## src/rtl/branch_cond_unit_if.sv

```systemverilog
// Handshake bundle between the compare ALU (producer), branch_cond_unit and fetch (consumer).
interface branch_cond_unit_if #(
   parameter int DW   = 32,
   parameter int OFFW = 16
);
   logic            in_valid;
   logic            in_ready;
   logic [DW-1:0]   result;
   logic            zero;
   logic            carry;
   logic            negative;
   logic            overflow;
   logic [3:0]      cond;
   logic [DW-1:0]   pc;
   logic [OFFW-1:0] offset;
   logic            flush;
   logic            out_valid;
   logic            out_ready;
   logic            taken;
   logic [DW-1:0]   target;
   logic [3:0]      flags_q;

   modport master (
      output in_valid, result, zero, carry, negative, overflow, cond, pc, offset, flush, out_ready,
      input  in_ready, out_valid, taken, target, flags_q
   );

   modport slave (
      input  in_valid, result, zero, carry, negative, overflow, cond, pc, offset, flush, out_ready,
      output in_ready, out_valid, taken, target, flags_q
   );
endinterface

```

## src/rtl/branch_cond_unit.sv

```systemverilog
// One-entry branch decision stage: registers ALU flags, evaluates cond, emits taken/target redirect.
// Optional BRU_PERF_CNT_EN adds saturating taken/not-taken handshake counters.
//
// state   | meaning
// S_EMPTY | no decision held, out_valid=0
// S_FULL  | decision held on taken/target, out_valid=1
module branch_cond_unit #(
   parameter int DW   = 32,
   parameter int OFFW = 16,
   parameter int CNTW = 16
) (
   input  logic                 clk,
   input  logic                 rst_n,
`ifdef BRU_PERF_CNT_EN
   output logic [CNTW-1:0]      cnt_taken,
   output logic [CNTW-1:0]      cnt_ntaken,
`endif
   branch_cond_unit_if.slave    bus
);

   typedef enum logic {S_EMPTY, S_FULL} state_t;

   localparam logic [3:0] C_EQ     = 4'd0;
   localparam logic [3:0] C_NE     = 4'd1;
   localparam logic [3:0] C_LT     = 4'd2;
   localparam logic [3:0] C_GE     = 4'd3;
   localparam logic [3:0] C_LTU    = 4'd4;
   localparam logic [3:0] C_GEU    = 4'd5;
   localparam logic [3:0] C_SLT    = 4'd6;
   localparam logic [3:0] C_SLTZ   = 4'd7;
   localparam logic [3:0] C_GTZ    = 4'd8;
   localparam logic [3:0] C_LEZ    = 4'd9;
   localparam logic [3:0] C_ALWAYS = 4'd10;

   state_t          state, state_nxt;
   logic            rdy_q;
   logic            accept;
   logic            out_valid_nxt;
   logic            taken_d;
   logic            lt_signed;
   logic [DW-1:0]   offset_ext;
   logic [DW-1:0]   pc_plus4;
   logic [DW-1:0]   target_d;
   logic            taken_r;
   logic [DW-1:0]   target_r;
   logic [3:0]      flags_r;

   // in_ready held low until the first edge after reset release
   always_ff @(posedge clk or negedge rst_n) begin
      if (!rst_n) rdy_q <= 1'b0;
      else        rdy_q <= 1'b1;
   end

   assign bus.in_ready = rdy_q && !bus.flush && ((state == S_EMPTY) || bus.out_ready);
   assign accept       = bus.in_valid && bus.in_ready;

   always_ff @(posedge clk or negedge rst_n) begin
      if (!rst_n) state <= S_EMPTY;
      else        state <= state_nxt;
   end

   always_comb begin
      state_nxt     = state;
      out_valid_nxt = 1'b0;
      case (state)
         S_EMPTY: begin
            if (accept) state_nxt = S_FULL;
         end
         S_FULL: begin
            if (bus.flush)          state_nxt = S_EMPTY;
            else if (accept)        state_nxt = S_FULL;
            else if (bus.out_ready) state_nxt = S_EMPTY;
         end
         default: state_nxt = S_EMPTY;
      endcase
      out_valid_nxt = (state_nxt == S_FULL);
   end

   assign bus.out_valid = (state == S_FULL);

   assign lt_signed = bus.negative ^ bus.overflow;

   always_comb begin
      taken_d = 1'b0;
      case (bus.cond)
         C_EQ:     taken_d = bus.zero;
         C_NE:     taken_d = !bus.zero;
         C_LT:     taken_d = lt_signed;
         C_GE:     taken_d = !lt_signed;
         C_LTU:    taken_d = bus.carry;
         C_GEU:    taken_d = !bus.carry;
         C_SLT:    taken_d = bus.result[0];
         C_SLTZ:   taken_d = !bus.result[0];
         C_GTZ:    taken_d = !bus.zero && !lt_signed;
         C_LEZ:    taken_d = bus.zero || lt_signed;
         C_ALWAYS: taken_d = 1'b1;
         default:  taken_d = 1'b0;
      endcase
   end

   // Offset is a signed word count; arithmetic wraps modulo 2^DW.
   assign offset_ext = {{(DW-OFFW){bus.offset[OFFW-1]}}, bus.offset};
   assign pc_plus4   = bus.pc + DW'(4);
   assign target_d   = taken_d ? (pc_plus4 + (offset_ext << 2)) : pc_plus4;

   always_ff @(posedge clk or negedge rst_n) begin
      if (!rst_n) begin
         taken_r  <= 1'b0;
         target_r <= '0;
         flags_r  <= '0;
      end else if (accept) begin
         taken_r  <= taken_d;
         target_r <= target_d;
         flags_r  <= {bus.negative, bus.overflow, bus.carry, bus.zero};
      end
   end

   assign bus.taken   = taken_r;
   assign bus.target  = target_r;
   assign bus.flags_q = flags_r;

`ifdef BRU_PERF_CNT_EN
   logic out_hs;
   // A decision killed by flush in the same cycle is not considered delivered.
   assign out_hs = bus.out_valid && bus.out_ready && !bus.flush;

   always_ff @(posedge clk or negedge rst_n) begin
      if (!rst_n) begin
         cnt_taken  <= '0;
         cnt_ntaken <= '0;
      end else if (out_hs) begin
         if (taken_r && (cnt_taken != {CNTW{1'b1}}))
            cnt_taken <= cnt_taken + CNTW'(1);
         if (!taken_r && (cnt_ntaken != {CNTW{1'b1}}))
            cnt_ntaken <= cnt_ntaken + CNTW'(1);
      end
   end
`endif

endmodule

```

## src/flat_wrapper.sv

```systemverilog
// flat-port wrapper written by rule: the top's interface ports become plain ports
module branch_cond_unit_flat 
#(
   parameter int DW   = 32,
   parameter int OFFW = 16,
   parameter int CNTW = 16
)
  (clk, rst_n, bus_in_valid, bus_result, bus_zero, bus_carry, bus_negative, bus_overflow, bus_cond, bus_pc, bus_offset, bus_flush, bus_out_ready, bus_in_ready, bus_out_valid, bus_taken, bus_target, bus_flags_q);
  branch_cond_unit_if #(.DW(DW), .OFFW(OFFW)) bus_i ();
  input  logic clk;
  input  logic rst_n;
  input wire logic [$bits(bus_i.in_valid)-1:0] bus_in_valid;
  input wire logic [$bits(bus_i.result)-1:0] bus_result;
  input wire logic [$bits(bus_i.zero)-1:0] bus_zero;
  input wire logic [$bits(bus_i.carry)-1:0] bus_carry;
  input wire logic [$bits(bus_i.negative)-1:0] bus_negative;
  input wire logic [$bits(bus_i.overflow)-1:0] bus_overflow;
  input wire logic [$bits(bus_i.cond)-1:0] bus_cond;
  input wire logic [$bits(bus_i.pc)-1:0] bus_pc;
  input wire logic [$bits(bus_i.offset)-1:0] bus_offset;
  input wire logic [$bits(bus_i.flush)-1:0] bus_flush;
  input wire logic [$bits(bus_i.out_ready)-1:0] bus_out_ready;
  output wire logic [$bits(bus_i.in_ready)-1:0] bus_in_ready;
  output wire logic [$bits(bus_i.out_valid)-1:0] bus_out_valid;
  output wire logic [$bits(bus_i.taken)-1:0] bus_taken;
  output wire logic [$bits(bus_i.target)-1:0] bus_target;
  output wire logic [$bits(bus_i.flags_q)-1:0] bus_flags_q;
  assign bus_i.in_valid = bus_in_valid;
  assign bus_i.result = bus_result;
  assign bus_i.zero = bus_zero;
  assign bus_i.carry = bus_carry;
  assign bus_i.negative = bus_negative;
  assign bus_i.overflow = bus_overflow;
  assign bus_i.cond = bus_cond;
  assign bus_i.pc = bus_pc;
  assign bus_i.offset = bus_offset;
  assign bus_i.flush = bus_flush;
  assign bus_i.out_ready = bus_out_ready;
  assign bus_in_ready = bus_i.in_ready;
  assign bus_out_valid = bus_i.out_valid;
  assign bus_taken = bus_i.taken;
  assign bus_target = bus_i.target;
  assign bus_flags_q = bus_i.flags_q;
  branch_cond_unit #(.DW(DW), .OFFW(OFFW), .CNTW(CNTW)) u_core (.clk(clk), .rst_n(rst_n), .bus(bus_i));
endmodule
```

## config.mk

```make
export PLATFORM = sky130hd
export DESIGN_NAME = branch_cond_unit_flat
export DESIGN_NICKNAME = d
export VERILOG_FILES = /design/src/rtl/branch_cond_unit_if.sv /design/src/rtl/branch_cond_unit.sv /design/src/flat_wrapper.sv
export SDC_FILE = /design/constraint.sdc
export NUM_CORES = 1
export LEC_CHECK = 0
export CAP_MARGIN = 20
export CORE_ASPECT_RATIO = 0.75
export CORE_MARGIN = 4
export CORE_UTILIZATION = 35
export CTS_CLUSTER_SIZE = 16
export DETAILED_ROUTE_END_ITERATION = 10
export SYNTH_ARGS = -nofsm -noshare
export SYNTH_HDL_FRONTEND = slang
export SYNTH_SLANG_ARGS = --single-unit
export TNS_END_PERCENT = 20
```

## constraint.sdc

```tcl
create_clock -name clk -period 2.1 [get_ports clk]
set_clock_uncertainty 0.15 [all_clocks]
set_input_delay 0.63 -clock clk [delete_from_list [all_inputs] [get_ports clk]]
set_output_delay 0.63 -clock clk [all_outputs]
set_load 0.01 [all_outputs]
```

======== Word level (Yosys, flattened, before mapping) ========
Cells that the tools add are included.
cells by class
  $add $sub $neg .......................... 2
  eq/ne operators ......................... 10
  multiplexer cells ....................... 7
  bitwise gates (word level) .............. 2
  reductions and logical operators ........ 12
operator list
  operator                 number
  $add A32 B3 Y32 const B  1
  $add A32 B32 Y32         1
  $mux W32                 1
  $eq A4 B3 Y1 const B     4
  $eq A4 B4 Y1 const B     3
  $pmux W1 S11             1
  $eq A4 B2 Y1 const B     2
  $logic_not A1 Y1         5
  $eq A4 B1 Y1 const B     1
  $logic_and A1 B1 Y1      4
  $logic_not A4 Y1         1
  $mux W1                  4
  $logic_or A1 B1 Y1       2
  $pmux W1 S2              1
  $not A1 Y1               1
  $xor A1 B1 Y1            1
word-level totals
  register bits after elaboration ......... 39
  input bits .............................. 93
  output and inout port bits .............. 39
  word-level logic and storage cells ...... 38

======== Depth between registers and ports, before layout ========
Gate-level depths: netlist (run 1).
  word-level depth ........................ 7
  gate-level depth with buffers ........... 16
  gate-level depth less buffers ........... 14

======== Least setup slack after synthesis (run 1) ========
No wires, ideal clock.
  kind .................................... in2reg
  from .................................... input bus_pc[5]
  to ...................................... register u_core.target_r[28] (netlist: u_core.bus.target[28])
  setup time .............................. 0.083 ns
  arrival time ............................ 3.639 ns
  required time ........................... 1.867 ns
  slack ................................... -1.772 ns
  stages .................................. 16
  buffers on the path ..................... 2
  path through ............................ and4_1 > and4_1 > buf_2 > nand3_2 > nor2_1 > xor2_1 > ha_1 > buf_6 > a21o_1 > a21o_1 > a2111oi_2 > a21oi_2 > a2111oi_4 > o21ai_1 > xnor2_1 > o21ai_0
on the way
  longest elaborated chain between the ends .. 3
ends and longest elaborated chain
  item                  RTL line                 text
  from (decl)           flat_wrapper.sv:19       input wire logic [$bits(bus_i.pc)-1:0] bus_pc;
  $add A32 B3 Y32 (*)   branch_cond_unit.sv:103  assign pc_plus4 = bus.pc + DW'(4);
  $add A32 B32 Y32      branch_cond_unit.sv:104  assign target_d = taken_d ? (pc_plus4 + (offset_ext << 2)) : pc_plus4;
  $mux W32 (*)          branch_cond_unit.sv:104
  to (signal assigned)  branch_cond_unit.sv:113  target_r <= target_d;
  to (decl)             branch_cond_unit.sv:45   logic [DW-1:0] target_r;
Every way passes the cells marked *; elsewhere a longest branch is shown, timed or not.
A chain may end at the register's enable or synchronous reset.

======== Worst setup path after layout (run 1) ========
  from .................................... input bus_pc[6]
  to ...................................... register u_core.target_r[31] (netlist: u_core.bus.target[31])
Same word-level chain as after synthesis.

==> results of run 1 <==
[metal layers]
layer  share of wire  wire length (µm)  global-route usage  vias up
met5               0                 0                   0        -
met4           0.034               545              0.0759        0
met3           0.053               834              0.0409       47
met2            0.47              7390               0.383      183
met1            0.45              7090               0.302     2303
li1                -                 -                   -     2353
[registers in the layout (all words and copies together), names as in the netlist]
signal                cells
u_core.rdy_q              1
u_core.bus.out_valid      1
u_core.bus.flags_q        4
u_core.bus.target        32
u_core.bus.taken          1
[cell families (layout without fill, tap and decap cells)]
group	count (synthesis)	after routing	synth area share
other cells	1	1	0.000938
fa+ha+maj	38	38	0.121
xor+xnor	53	53	0.116
flops	39	39	0.244
buf+inv	24	310	0.0263
mux	22	22	0.0566
simple gates	175	175	0.208
compound gates	137	137	0.227
[area by class of cell]
type,instances,share of cell area
timing repair buffer,293,0.342
tap,140,0.0239
inverter,9,0.00462
multi-input combinational,426,0.473
clock inverter,3,0.00599
clock buffer,5,0.0171
sequential,39,0.133
[what timing repair did]
item                                    CTS  global route
pin swaps                                43            45
cloned                                    0             0
buffers inserted                         17             7
gates resized for setup                  77            97
endpoints found under the setup margin   39            39
hold buffers                              0             0
[cells in the final DEF, fill, tap and decap left out, types with 15 or more instances in the layout]
master	netlist	routed
o21ai_1	2	17
nor2_1	31	25
a21oi_2	1	20
o21ai_0	41	21
nand2_1	77	72
mux2i_1	20	20
buf_4	1	181
nand3_1	16	16
xnor2_1	37	24
ha_1	37	27
clkdlybuf4s50_1	0	73
a21o_1	15	15
dfrtp_1	39	39
[power by group through the flow]
stage | combinational [mW] | sequential, mW | clock (mW)
floorplan | 0.748 | 1.10 | 0
global placement | 1.83 | 1.02 | 0
detailed placement | 1.86 | 1.03 | 0
CTS | 1.94 | 1.02 | 0.933
global route | 2.25 | 1.04 | 0.961
finish | 2.09 | 1.02 | 0.904
[metrics by stage]
stage	cell area [µm²]	instances	setup WS, ns	hold WS (ns)
after floorplan	4040	489	-1.57	0.184
after detailed placement	6430	883	-2.32	0.314
after CTS	6880	908	-1.53	0.0930
after global routing	7320	915	-1.69	0.104
after global placement	6430	883	-2.26	0.308
final	7320	915	-1.59	0.0844
[worst max-delay path, cell delays in order]
cell and delay (ns):
buf_6 0.07, and4_4 0.24, and4_4 0.26, and2_4 0.19
nand3_1 0.13, xnor2_2 0.17, ha_1 0.42, nand4_1 0.20
or4_4 0.48, o21ai_4 0.19, a31oi_4 0.11, o31a_1 0.30
mux2_4 0.32, nand3_2 0.07
[worst min path at each step]
stage                                  endpoint  slack [ns]
after floorplan           u_core.bus.flags_q[0]        0.18
after global placement    u_core.bus.flags_q[3]        0.31
after detailed placement   u_core.bus.target[1]        0.31
after CTS                 u_core.bus.target[24]        0.09
after global routing      u_core.bus.target[24]        0.10
final                     u_core.bus.target[24]        0.08
==> flow_summary.ini, run 1 <==
[cts]
cts.sinks = 39
cts_htree_levels = 2
clock_path_buffers = 2
insertion_delay_ns = 0.29
cts_made_buffers = 5
tritoncts = done
cts-root-buf = clkbuf_16
cts.reportedPaths.clkPinSlew_ns = 0.07

[power_and_ir_drop]
p_sw_frac = 0.345
clkPwrFrac = 0.225
vdd_drop_max_mv = 0.339
power.internal_mw = 2.63
seq_power_share = 0.253
leakage_nw = 3.38
power_mw = 4.01
p_per_area_mw_per_mm2 = 548
p_sw_mw = 1.38
combPwrFrac = 0.521

[worst_setup_path]
crit_fanout = 5
timing.rr.end = u_core.bus.target[26]
arrival_ns = 3.77
r2r_cells = 7
r2r_start = u_core.bus.out_valid
cp-startpoint = bus_pc[6]
required_ns = 2.18
cp-end-kind = register
critPathLaunchType = primary input
crit_end = u_core.bus.target[31]
reg2reg_slack_ns = 0.32
crit_type = primary input to register

[global_route]
grt_antenna_before_repair = 0
gr-total-overflow = 0
track_usage = 0.229
grt_pass1_vias = 4989
grt_pass1_wl_um = 24700
grt_max_degree = 36

[flow_run]
cap_violations = 0

[logic_synthesis]
syn-cell-area_mm2 = 0.00400
synth_edf_count = 0
synthTopCellsByCount = 77 x nand2_1, 41 x o21ai_0, 39 x dfrtp_1
synth_flop_cell = dfrtp_1
synth_most_common_cell = nand2_1
yosysTopAreaCellShare = 0.244
synth_area_leaders = dfrtp_1 24%, ha_1 12%, xnor2_1 8.1%, nand2_1 7.2%, o21ai_0 5.1%
yosys.area.top_type = dfrtp_1
synthCells = 489
synth_nets = 620
yosysWarnings = 0
synthArstFlopShare = 1.00
syn_area_per_cell_um2 = 8.18
synth.distinct_cells = 65
ys_seq_area_frac = 0.244
ys_ff_latch = 39

[place]
post-dp-hpwl_um = 11600
port_buffers = 100
globalplace.congestion = 0.907

[detailed_routing]
avgViaCountPerCell = 5.34
drt_wl_total_um = 15900
drt_iter0_markers = 361
ant_nets = 0
drc = 0
vias = 4886
drt_pass1_iterations = 5
wl_per_cell_um = 17.3

[layout]
fin_nets = 905
multiInputGateArea_mm2 = 0.00346
fillers = 860
final_core_util = 0.661
synthToLayoutAreaGrowth_pct = 82.9
antenna_cells = 0
regArea_um2 = 976
final_layout_size_suffix_gt1_frac = 0.401

[run_status]
status = finished, violations left
failed_checks = negative setup slack

[die]
core_mm2 = 0.0111
die_h_um = 101
rows = 33
die_w_um = 131
ios = 132
start_util = 0.361
die_area_mm2 = 0.0132

[sta]
setup_viol = 31
fmax_mhz = 271
final.setup.worst_slack_ns = -1.59
period_needed_ns = 3.69
finalSetupTns_ns = -30.39
min_period_over_period = 1.76
hold_viol = 0
final_max_slew_viol_count = 0
grt_setup_unrepaired = yes

[worst_hold_path]
worstHoldPathType = primary input to asynchronous set/reset pin
Power figures use the tool's default switching activity.
==> run 2, diff against run 1 <==
--- a/config.mk
+++ b/config.mk
@@ -6,11 +6,14 @@
 export NUM_CORES = 1
 export LEC_CHECK = 0
 export CAP_MARGIN = 20
+export CELL_PAD_IN_SITES_DETAIL_PLACEMENT = 2
+export CELL_PAD_IN_SITES_GLOBAL_PLACEMENT = 2
 export CORE_ASPECT_RATIO = 0.75
 export CORE_MARGIN = 4
-export CORE_UTILIZATION = 35
+export CORE_UTILIZATION = 26
 export CTS_CLUSTER_SIZE = 16
 export DETAILED_ROUTE_END_ITERATION = 10
+export PLACE_DENSITY_LB_ADDON = 0.1
 export SYNTH_ARGS = -nofsm -noshare
 export SYNTH_HDL_FRONTEND = slang
 export SYNTH_SLANG_ARGS = --single-unit
==> flow_summary.ini, run 2 (synthesis results as in run 1) <==
[run_status]
status = finished, violations left
failed_checks = negative setup slack

[sta]
final.setup.worst_slack_ns = -2.17
hold_viol = 0
min_period_over_period = 2.03
grt_setup_unrepaired = yes
slew_headroom = 0.589
whs_ns = 0.136
period_needed_ns = 4.27
setup_viol = 40
finalSetupTns_ns = -44.44
worstMarginPinSlew_ns = 0.614
fmax_mhz = 234
final_max_slew_viol_count = 0

[cts]
cts.reportedPaths.clkPinSlew_ns = 0.08
cts-hold-fix-buffers = 0
cts.sinks = 39
cts-root-buf = clkbuf_16
cts_made_buffers = 5
tritoncts = done
cts_htree_levels = 2
clock_path_buffers = 2
insertion_delay_ns = 0.31

[die]
core_mm2 = 0.0148
die_h_um = 115
die_w_um = 151
ios = 132
die_area_mm2 = 0.0174
rows = 38
start_util = 0.270

[worst_setup_path]
required_ns = 2.15
cp_cell_sequence = clkdlybuf4s50_1 -> and3_4 -> nand4_1 -> nor2_4 -> buf_6 -> xor2_4 -> ha_4 -> a21o_1 -> a21o_1 -> a21o_1 -> o2bb2ai_2 -> o31a_1 -> or3_1 -> a311oi_1 -> nor2_1
cp.buffers_inverters = 2
cpMostUsedCell = a21o_1
arrival_ns = 4.32
cp_top_family = compound AO/OA/AOI/OAI gates
critPathMaxStageDelay_ns = 0.53
critical-path-slowest-cell = clkdlybuf4s50_1
cp-end-kind = register
crit_fanout = 3
critPathLaunchType = primary input
crit_type = primary input to register

[global_route]
gr-total-overflow = 0
grt_max_degree = 41
grt_pass1_vias = 6474
grt_pass1_wl_um = 41700
grt_busiest_layer = met2
grt_antenna_before_repair = 0
track_usage = 0.323
use_met2 = 0.584
use_met1 = 0.373
met3_usage = 0.0575

[layout]
fillers = 1505
final_cell_mix = 214 x buf_4, 73 x clkdlybuf4s50_1, 69 x nand2_1, 39 x dfrtp_1, 25 x buf_6
multiInputGateArea_mm2 = 0.00394
final_layout_size_suffix_gt1_frac = 0.495
synthToLayoutAreaGrowth_pct = 107
fin_nets = 952
antenna_cells = 0
regArea_um2 = 976
largest_reg_flops = 32
final_common_cell = buf_4

[power_and_ir_drop]
vdd_drop_max_mv = 0.858
p_per_area_mw_per_mm2 = 576
leakage_nw = 3.68

[detailed_routing]
wl_per_cell_um = 34.4
drt_iter0_markers = 447
vias = 5968
ant_nets = 0
drt_pass1_iterations = 5
avgViaCountPerCell = 5.84
drc = 0
drt_wl_total_um = 35100

[place]
globalplace.congestion = 0.887
port_buffers = 100
post-dp-hpwl_um = 16400

[worst_hold_path]
worstHoldPathType = primary input to asynchronous set/reset pin

[flow_run]
cap_violations = 0
-- run 2: changes by cell type in the layout (fill, tap and decap cells not counted), moves of 6 or more --
cell / before / now
o21ai_0: 21 / 12
a21oi_4: 0 / 6
a21oi_2: 20 / 13
buf_4: 181 / 214
ha_4: 9 / 16
nor2_4: 2 / 8
buf_6: 11 / 25
ha_1: 27 / 16
-- run 2: where the power goes --
group / internal, mW / total (mW) / switching, mW
Combinational: 1.33 / 2.81 / 1.48
Sequential: 0.919 / 1.07 / 0.155
Clock: 0.443 / 0.879 / 0.437
-- run 2: routing by layer --
layer / up-vias / part of all wire
met3: 130 / 0.062
met4: 0 / 0.056
li1: 2428 / -
met1: 3047 / 0.39
met2: 363 / 0.50
met5: - / 0
-- run 2: worst reg2reg max path: stages, from the launching register on --
cell and delay, ns:
dfrtp_1 0.39, nor2b_2 0.17, nor3b_2 0.23, buf_4 0.17, and2_2 0.20, buf_12 0.15, and2_1 0.23, nand2_1 0.12
mux2i_1 0.17, nor2_1 0.07
-- run 2: area by class of cell --
class                           instances  area share
Multi-Input combinational cell        426       0.477
Clock inverter                          2     0.00151
Sequential cell                        39       0.118
Clock buffer                            6      0.0156
Timing Repair Buffer                  340       0.353
Inverter                                9     0.00409
Tap cell                              200      0.0303
-- run 2: final timing paths --
kind	from	end	slack, ns	depth (start not counted)
setup / recovery	bus_pc[19]	u_core.bus.target[29]	-2.17	15
hold / removal	rst_n	u_core.bus.target[5]	0.14	2
setup reg to reg	u_core.bus.out_valid	u_core.bus.target[30]	-0.07	9
hold reg to reg	u_core.bus.target[1]	u_core.bus.target[1]	0.36	2
max in group asynchronous	rst_n	u_core.bus.target[19]	1.41	2
min in group clk	u_core.bus.target[1]	u_core.bus.target[1]	0.36	2
-- run 2: through the flow --
step	util	instances	area, µm²	total power, mW	setup WS [ns]
floorplan	-	489	4040	1.85	-1.57
global placement	0.450	957	6660	2.94	-2.51
detailed placement	0.450	957	6660	3.05	-2.62
CTS	0.515	999	7620	4.14	-1.67
global route	0.559	1022	8260	4.88	-2.19
finish	0.559	1022	8260	4.76	-2.17
-- run 2: repair_timing --
item,in CTS,in global routing
pin swaps,58,58
endpoints found under the setup margin,39,42
setup buffers,35,24
gates resized for setup,177,109
==> run 3, diff against run 2 <==
--- a/config.mk
+++ b/config.mk
@@ -6,14 +6,11 @@
 export NUM_CORES = 1
 export LEC_CHECK = 0
 export CAP_MARGIN = 20
-export CELL_PAD_IN_SITES_DETAIL_PLACEMENT = 2
-export CELL_PAD_IN_SITES_GLOBAL_PLACEMENT = 2
 export CORE_ASPECT_RATIO = 0.75
 export CORE_MARGIN = 4
-export CORE_UTILIZATION = 26
+export CORE_UTILIZATION = 35
 export CTS_CLUSTER_SIZE = 16
 export DETAILED_ROUTE_END_ITERATION = 10
-export PLACE_DENSITY_LB_ADDON = 0.1
 export SYNTH_ARGS = -nofsm -noshare
 export SYNTH_HDL_FRONTEND = slang
 export SYNTH_SLANG_ARGS = --single-unit
==> results of run 3 <==
No change in the layout: final DEF, timing and power equal those of run 1.
